===== src/rtl/mux_lut_gate_array_pkg.sv =====
// Shared constants for the mux-built configurable gate array:
// truth-table encodings (bit index {a,b}) and output buffer sizing.
package mux_lut_gate_array_pkg;

   localparam logic [3:0] TT_AND    = 4'b1000;
   localparam logic [3:0] TT_OR     = 4'b1110;
   localparam logic [3:0] TT_XOR    = 4'b0110;
   localparam logic [3:0] TT_NAND   = 4'b0111;
   localparam logic [3:0] TT_NOR    = 4'b0001;
   localparam logic [3:0] TT_XNOR   = 4'b1001;
   localparam logic [3:0] TT_PASS_A = 4'b1100;
   localparam logic [3:0] TT_NOT_B  = 4'b0101;

   localparam int BUF_DEPTH = 2;
   localparam int PTR_W     = $clog2(BUF_DEPTH);
   localparam int OCC_W     = $clog2(BUF_DEPTH + 1);

   localparam logic [OCC_W-1:0] OCC_FULL = OCC_W'(BUF_DEPTH);

endpackage


===== src/rtl/mux_lut_gate_array_mux2.sv =====
// Single-bit 2:1 multiplexer, the building block of each per-bit lookup tree.
module mux2 (
   input  logic d0,
   input  logic d1,
   input  logic sel,
   output logic y
);

   assign y = sel ? d1 : d0;

endmodule


===== src/rtl/mux_lut_gate_array.sv =====
// WIDTH-bit array of runtime-configurable 2-input gates feeding a 2-entry
// valid/ready output buffer, with a completed-operation counter.
module mux_lut_gate_array
   import mux_lut_gate_array_pkg::*;
#(
   parameter int         WIDTH  = 8,
   parameter int         CNT_W  = 16,
   parameter logic [3:0] RST_TT = 4'b1000
) (
   input  logic             clk,
   input  logic             rst_n,
   input  logic             cfg_we,
   input  logic [3:0]       cfg_tt,
   output logic [3:0]       tt,
   input  logic             in_valid,
   output logic             in_ready,
   input  logic [WIDTH-1:0] in_a,
   input  logic [WIDTH-1:0] in_b,
   output logic             out_valid,
   input  logic             out_ready,
   output logic [WIDTH-1:0] out_y,
   output logic [CNT_W-1:0] op_count
);

   logic [3:0]       r_tt;
   logic [WIDTH-1:0] r_mem [BUF_DEPTH];
   logic [PTR_W-1:0] r_wrPtr;
   logic [PTR_W-1:0] r_rdPtr;
   logic [OCC_W-1:0] r_occ;
   logic             r_inReady;
   logic [CNT_W-1:0] r_opCount;

   logic [WIDTH-1:0] w_y;
   logic             w_push;
   logic             w_pop;
   logic             w_outValid;
   logic [OCC_W-1:0] w_occNext;

   // Level 1 picks the b-column of each a-row, level 2 picks the row by a.
   for (genvar i = 0; i < WIDTH; i++) begin : gBit
      logic w_rowA0;
      logic w_rowA1;

      mux2 uLvl1Lo (
         .d0  (r_tt[0]),
         .d1  (r_tt[1]),
         .sel (in_b[i]),
         .y   (w_rowA0)
      );

      mux2 uLvl1Hi (
         .d0  (r_tt[2]),
         .d1  (r_tt[3]),
         .sel (in_b[i]),
         .y   (w_rowA1)
      );

      mux2 uLvl2 (
         .d0  (w_rowA0),
         .d1  (w_rowA1),
         .sel (in_a[i]),
         .y   (w_y[i])
      );
   end

   assign w_outValid = (r_occ != '0);
   assign w_push     = in_valid & r_inReady;
   assign w_pop      = w_outValid & out_ready;

   always_comb begin
      w_occNext = r_occ;
      if (w_push && !w_pop) begin
         w_occNext = r_occ + 1'b1;
      end else if (!w_push && w_pop) begin
         w_occNext = r_occ - 1'b1;
      end
   end

   // in_ready is registered from the next occupancy so it never sees out_ready combinationally.
   always_ff @(posedge clk or negedge rst_n) begin
      if (!rst_n) begin
         r_occ     <= '0;
         r_inReady <= 1'b1;
         r_wrPtr   <= '0;
         r_rdPtr   <= '0;
         for (int i = 0; i < BUF_DEPTH; i++) begin
            r_mem[i] <= '0;
         end
      end else begin
         r_occ     <= w_occNext;
         r_inReady <= (w_occNext < OCC_FULL);
         if (w_push) begin
            r_mem[r_wrPtr] <= w_y;
            r_wrPtr        <= r_wrPtr + 1'b1;
         end
         if (w_pop) begin
            r_rdPtr <= r_rdPtr + 1'b1;
         end
      end
   end

   always_ff @(posedge clk or negedge rst_n) begin
      if (!rst_n) begin
         r_tt      <= RST_TT;
         r_opCount <= '0;
      end else begin
         if (cfg_we) begin
            r_tt <= cfg_tt;
         end
         if (w_pop) begin
            r_opCount <= r_opCount + 1'b1;
         end
      end
   end

   assign tt        = r_tt;
   assign in_ready  = r_inReady;
   assign out_valid = w_outValid;
   assign out_y     = r_mem[r_rdPtr];
   assign op_count  = r_opCount;

endmodule

===== config.mk =====
export PLATFORM = sky130hd
export DESIGN_NAME = mux_lut_gate_array
export DESIGN_NICKNAME = d
export VERILOG_FILES = /design/src/rtl/mux_lut_gate_array_pkg.sv /design/src/rtl/mux_lut_gate_array_mux2.sv /design/src/rtl/mux_lut_gate_array.sv
export SDC_FILE = /design/constraint.sdc
export NUM_CORES = 1
export LEC_CHECK = 0
export BUFFER_PORTS_ARGS = -buffer_cell sky130_fd_sc_hd__buf_2
export CAP_MARGIN = 15
export CORE_MARGIN = 8
export CORE_UTILIZATION = 25
export DETAILED_ROUTE_END_ITERATION = 8
export GPL_ROUTABILITY_DRIVEN = 0
export PLACE_DENSITY = 0.54
export SYNTH_ARGS = -nofsm -noshare
export SYNTH_HDL_FRONTEND = slang
export SYNTH_SLANG_ARGS = --single-unit

===== constraint.sdc =====
create_clock -name clk -period 1.6 [get_ports clk]
set_clock_uncertainty 0.05 [all_clocks]
set_input_delay 0.08 -clock clk [delete_from_list [all_inputs] [get_ports clk]]
set_output_delay 0.08 -clock clk [all_outputs]
set_load 0.02 [all_outputs]

==> load_flow_metrics.sql <==
INSERT INTO impl_metrics (metric_group, metric, value, unit) VALUES
('worst_setup_path', 'crit_path_max_fanout', '4', ''),
('cells_and_area', 'drive_gt1_share', '58.6', '%'),
('cts', 'clkLatencyLatePin', '290', 'ps'),
('global_route', 'globalRouteTotalUtil', '8.33', '%'),
('drt', 'drt-pass1-iter-count', '6', ''),
('synthesis', 'ys_warn_count', '0', ''),
('cts', 'path_clk_slew', '80', 'ps'),
('placement', 'detailedPlacementHpwl', '3.47', 'mm'),
('drt', 'route.vias.total', '1410', ''),
('cts', 'tritoncts.num_buffers', '5', ''),
('timing', 'finalCriticalPeriod', '1540', 'ps'),
('timing', 'hold_viol', '0', ''),
('die', 'core_region', '8050', 'um^2'),
('synthesis', 'post_synth_edffs', '0', ''),
('worst_setup_path', 'type_of_the_worst_setup_path', 'flip-flop to flip-flop', ''),
('die', 'chipHeight', '106', 'um'),
('timing', 'fmax', '0.649', 'GHz'),
('drt', 'route.final.wire_length', '4.55', 'mm'),
('global_route', 'pin_count_of_the_biggest_net_entering_global_routing', '23', ''),
('cells_and_area', 'flow.area_growth_from_synthesis', '35.7', '%'),
('global_route', 'vias_in_the_first_global_route', '1523', ''),
('cells_and_area', 'layout.core_utilization', '34.1', '%'),
('worst_setup_path', 'worst-endpoint-arrival', '1660', 'ps'),
('synthesis', 'syn_area', '2020', 'um^2'),
('cells_and_area', 'finalNetCount', '250', ''),
('power_and_ir_drop', 'ir_worst_vdd', '0.560', 'mV'),
('drt', 'detail_route.drc_violations', '0', ''),
('worst_setup_path', 'timing.critical_path.required', '1720', 'ps'),
('drt', 'first_iter_violations', '24', ''),
('synthesis', 'ys_dominant_reg_cell', 'sky130_fd_sc_hd__dfrtp_1', ''),
('timing', 'slew_headroom', '66.0', '%'),
('cells_and_area', 'fillerInstances', '828', ''),
('synthesis', 'syn-instance-count', '147', ''),
('synthesis', 'synth_sequential_area_ratio', '50.8', '%'),
('cts', 'clock_tree.root_cell', 'sky130_fd_sc_hd__clkbuf_8', ''),
('worst_setup_path', 'end_kind', 'flip-flop', ''),
('timing', 'worst_tran_pin_value', '510', 'ps'),
('die', 'initial_core_util', '25.1', '%'),
('placement', 'place_ws', '-92.1', 'ps'),
('job', 'max-cap-violations', '0', ''),
('timing', 'timing_max_transition_violations_final', '0', ''),
('timing', 'setup_viol', '0', ''),
('timing', 'finalHoldWorstSlack', '49.4', 'ps'),
('die', 'fp-row-count', '33', ''),
('synthesis', 'ys_seq_elements', '41', ''),
('timing', 'rsz_0062_raised_after_global_routing', 'true', ''),
('run_status', 'outcome', 'finished clean', ''),
('drt', 'detail_route.vias_per_cell', '4.31', ''),
('cts', 'h-tree-depth', '2', ''),
('synthesis', 'post_synthesis_cell_type_count', '27', ''),
('placement', 'io_buffers', '54', ''),
('die', 'dieArea', '11200', 'um^2'),
('power_and_ir_drop', 'power-per-cell-area', '1760', 'nW/um^2'),
('drt', 'residual_antenna_violating_net_count_after_detailed_routing', '0', ''),
('worst_hold_path', 'worst_hold_path_type', 'primary input to flip-flop', ''),
('cts', 'cts_tree', 'built', ''),
('timing', 'layout_setup_ws', '60.1', 'ps'),
('cells_and_area', 'num_antenna_cells', '0', ''),
('synthesis', 'post_synth.cell_area_avg', '13.8', 'um^2'),
('die', 'die_w', '106', 'um'),
('timing', 'period_share', '96.2', '%'),
('global_route', 'grt_overflow', '0', ''),
('die', 'pin_count', '55', ''),
('global_route', 'grt_antenna_before_repair', '0', ''),
('worst_setup_path', 'worst_setup_path_start_kind', 'flip-flop', ''),
('cts', 'clockBufferDepth', '2', ''),
('cts', 'numClockSinks', '41', ''),
('synthesis', 'postSynth.asyncResetShare', '100', '%'),
('synthesis', 'number_of_nets_produced_by_synthesis', '176', ''),
('drt', 'route.detailed.wl_per_inst', '13.9', 'um'),
('power_and_ir_drop', 'total_leakage_power', '1.29', 'nW'),
('global_route', 'grt_pass1_wl', '7.60', 'mm');
[metrics by stage]
step	cell area (um^2)	std cells	total power [W]	setup TNS, ps
detailed placement	2480	310	0.00371	-342
finish	2750	327	0.00482	0
global placement	2480	310	0.00367	-94.0
CTS	2680	324	0.00474	-35.7
floorplan	2030	147	0.00302	0
global route	2750	327	0.00517	-279
[report_power, final]
part / internal [W] / switching (W) / total, W
clock network: 0.000620 / 0.000363 / 0.000983
registers: 0.00142 / 0.000293 / 0.00172
logic: 0.00108 / 0.00105 / 0.00212
total: 0.00312 / 0.00170 / 0.00482
[final timing paths]
check	end	cells after the start	slack, ps	startpoint
max in group asynchronous	op_count[15]$_DFFE_PN0P_	3	720	rst_n
max	op_count[13]$_DFFE_PN0P_	6	60	flip-flop
min reg2reg	op_count[15]$_DFFE_PN0P_	1	420	op_count[15]$_DFFE_PN0P_
max reg2reg	op_count[13]$_DFFE_PN0P_	6	60	flip-flop
min	tt[1]$_DFFE_PN0P_	2	50	cfg_we
min in group asynchronous	op_count[3]$_DFFE_PN0P_	2	240	rst_n
[cell families (layout without fill, tap and decap cells)]
| family | Yosys count | count (layout) | synth area share (%) |
|---|---|---|---|
| DFF | 41 | 41 | 50.8 |
| muxes | 37 | 37 | 25.0 |
| and+or+nand+nor | 31 | 31 | 9.95 |
| xor gates and xnor gates | 16 | 16 | 6.92 |
| buffers and inverters | 14 | 89 | 3.40 |
| adders and majority gates | 4 | 4 | 2.47 |
| AOI/OAI and AO/OA | 4 | 4 | 1.42 |
[Yosys cell counts (all sizes together), types with 2 or more instances]
cell	count	share of area (%)
nand4	3	0.93
clkbuf	2	0.37
nor4	2	2.1
ha	4	2.5
xor2	4	1.7
nand3	3	0.74
nand2	12	2.2
dfrtp	39	48
nor3	2	0.49
inv	7	1.3
nor2	3	0.56
dfstp	2	2.6
mux2	29	16
mux4	8	8.9
buf	5	1.7
xnor2	12	5.2
[timing repair]
item / 4_1_cts / 5_1_grt
gates resized for setup: 3 / 10
setup buffers: 1 / 3
setup endpoints to repair: 16 / 14
hold endpoints to repair: 22 / 0
pin swaps: 1 / 2
hold buffers: 5 / 0
[state kept, by name (all words and copies together) (netlist names), named ones only]
signal    count
op_count     16
tt            4
r_wrPtr       1
r_occ         1
r_mem        16
r_rdPtr       1
in_ready      1
[worst max-delay path: stages, from the launching register on]
cell	delay, ps
sky130_fd_sc_hd__dfrtp_1	370
sky130_fd_sc_hd__inv_2	60
sky130_fd_sc_hd__ha_4	170
sky130_fd_sc_hd__nand4b_4	220
sky130_fd_sc_hd__nor4_4	270
sky130_fd_sc_hd__nand4_1	160
sky130_fd_sc_hd__xnor2_1	140
[cell type report]
cell class | instances | area [um^2] | share of cell area (%)
repair buffers | 74 | 445 | 16.2
flip-flops and latches | 41 | 1030 | 37.5
inverters | 7 | 26.3 | 0.957
multi-input cells | 92 | 978 | 35.6
well taps | 105 | 131 | 4.78
clock buffers | 5 | 68.8 | 2.51
clock inverters | 3 | 65.1 | 2.37
[layout by cell type, fill, tap and decap left out, types with 3 or more instances in the layout]
cell	synthesis	layout
sky130_fd_sc_hd__mux2_2	29	29
sky130_fd_sc_hd__nand2_1	12	12
sky130_fd_sc_hd__xor2_1	4	4
sky130_fd_sc_hd__buf_2	1	54
sky130_fd_sc_hd__clkbuf_8	0	5
sky130_fd_sc_hd__nand4_1	3	3
sky130_fd_sc_hd__xnor2_1	12	12
sky130_fd_sc_hd__mux4_2	8	8
sky130_fd_sc_hd__dfrtp_1	39	37
sky130_fd_sc_hd__buf_4	4	14
sky130_fd_sc_hd__dlygate4sd3_1	0	5
sky130_fd_sc_hd__nand3_1	3	3
sky130_fd_sc_hd__inv_1	7	5
[metal layers]
metal | up-vias | track usage [%] | wire length, um
met3 | 5 | 3.87 | 387
met2 | 53 | 12.7 | 2050
met5 | - | 0 | 0
met1 | 686 | 10.3 | 2090
met4 | 0 | 2.41 | 31
li1 | 666 | - | -
(Power assumes the default switching activity.)
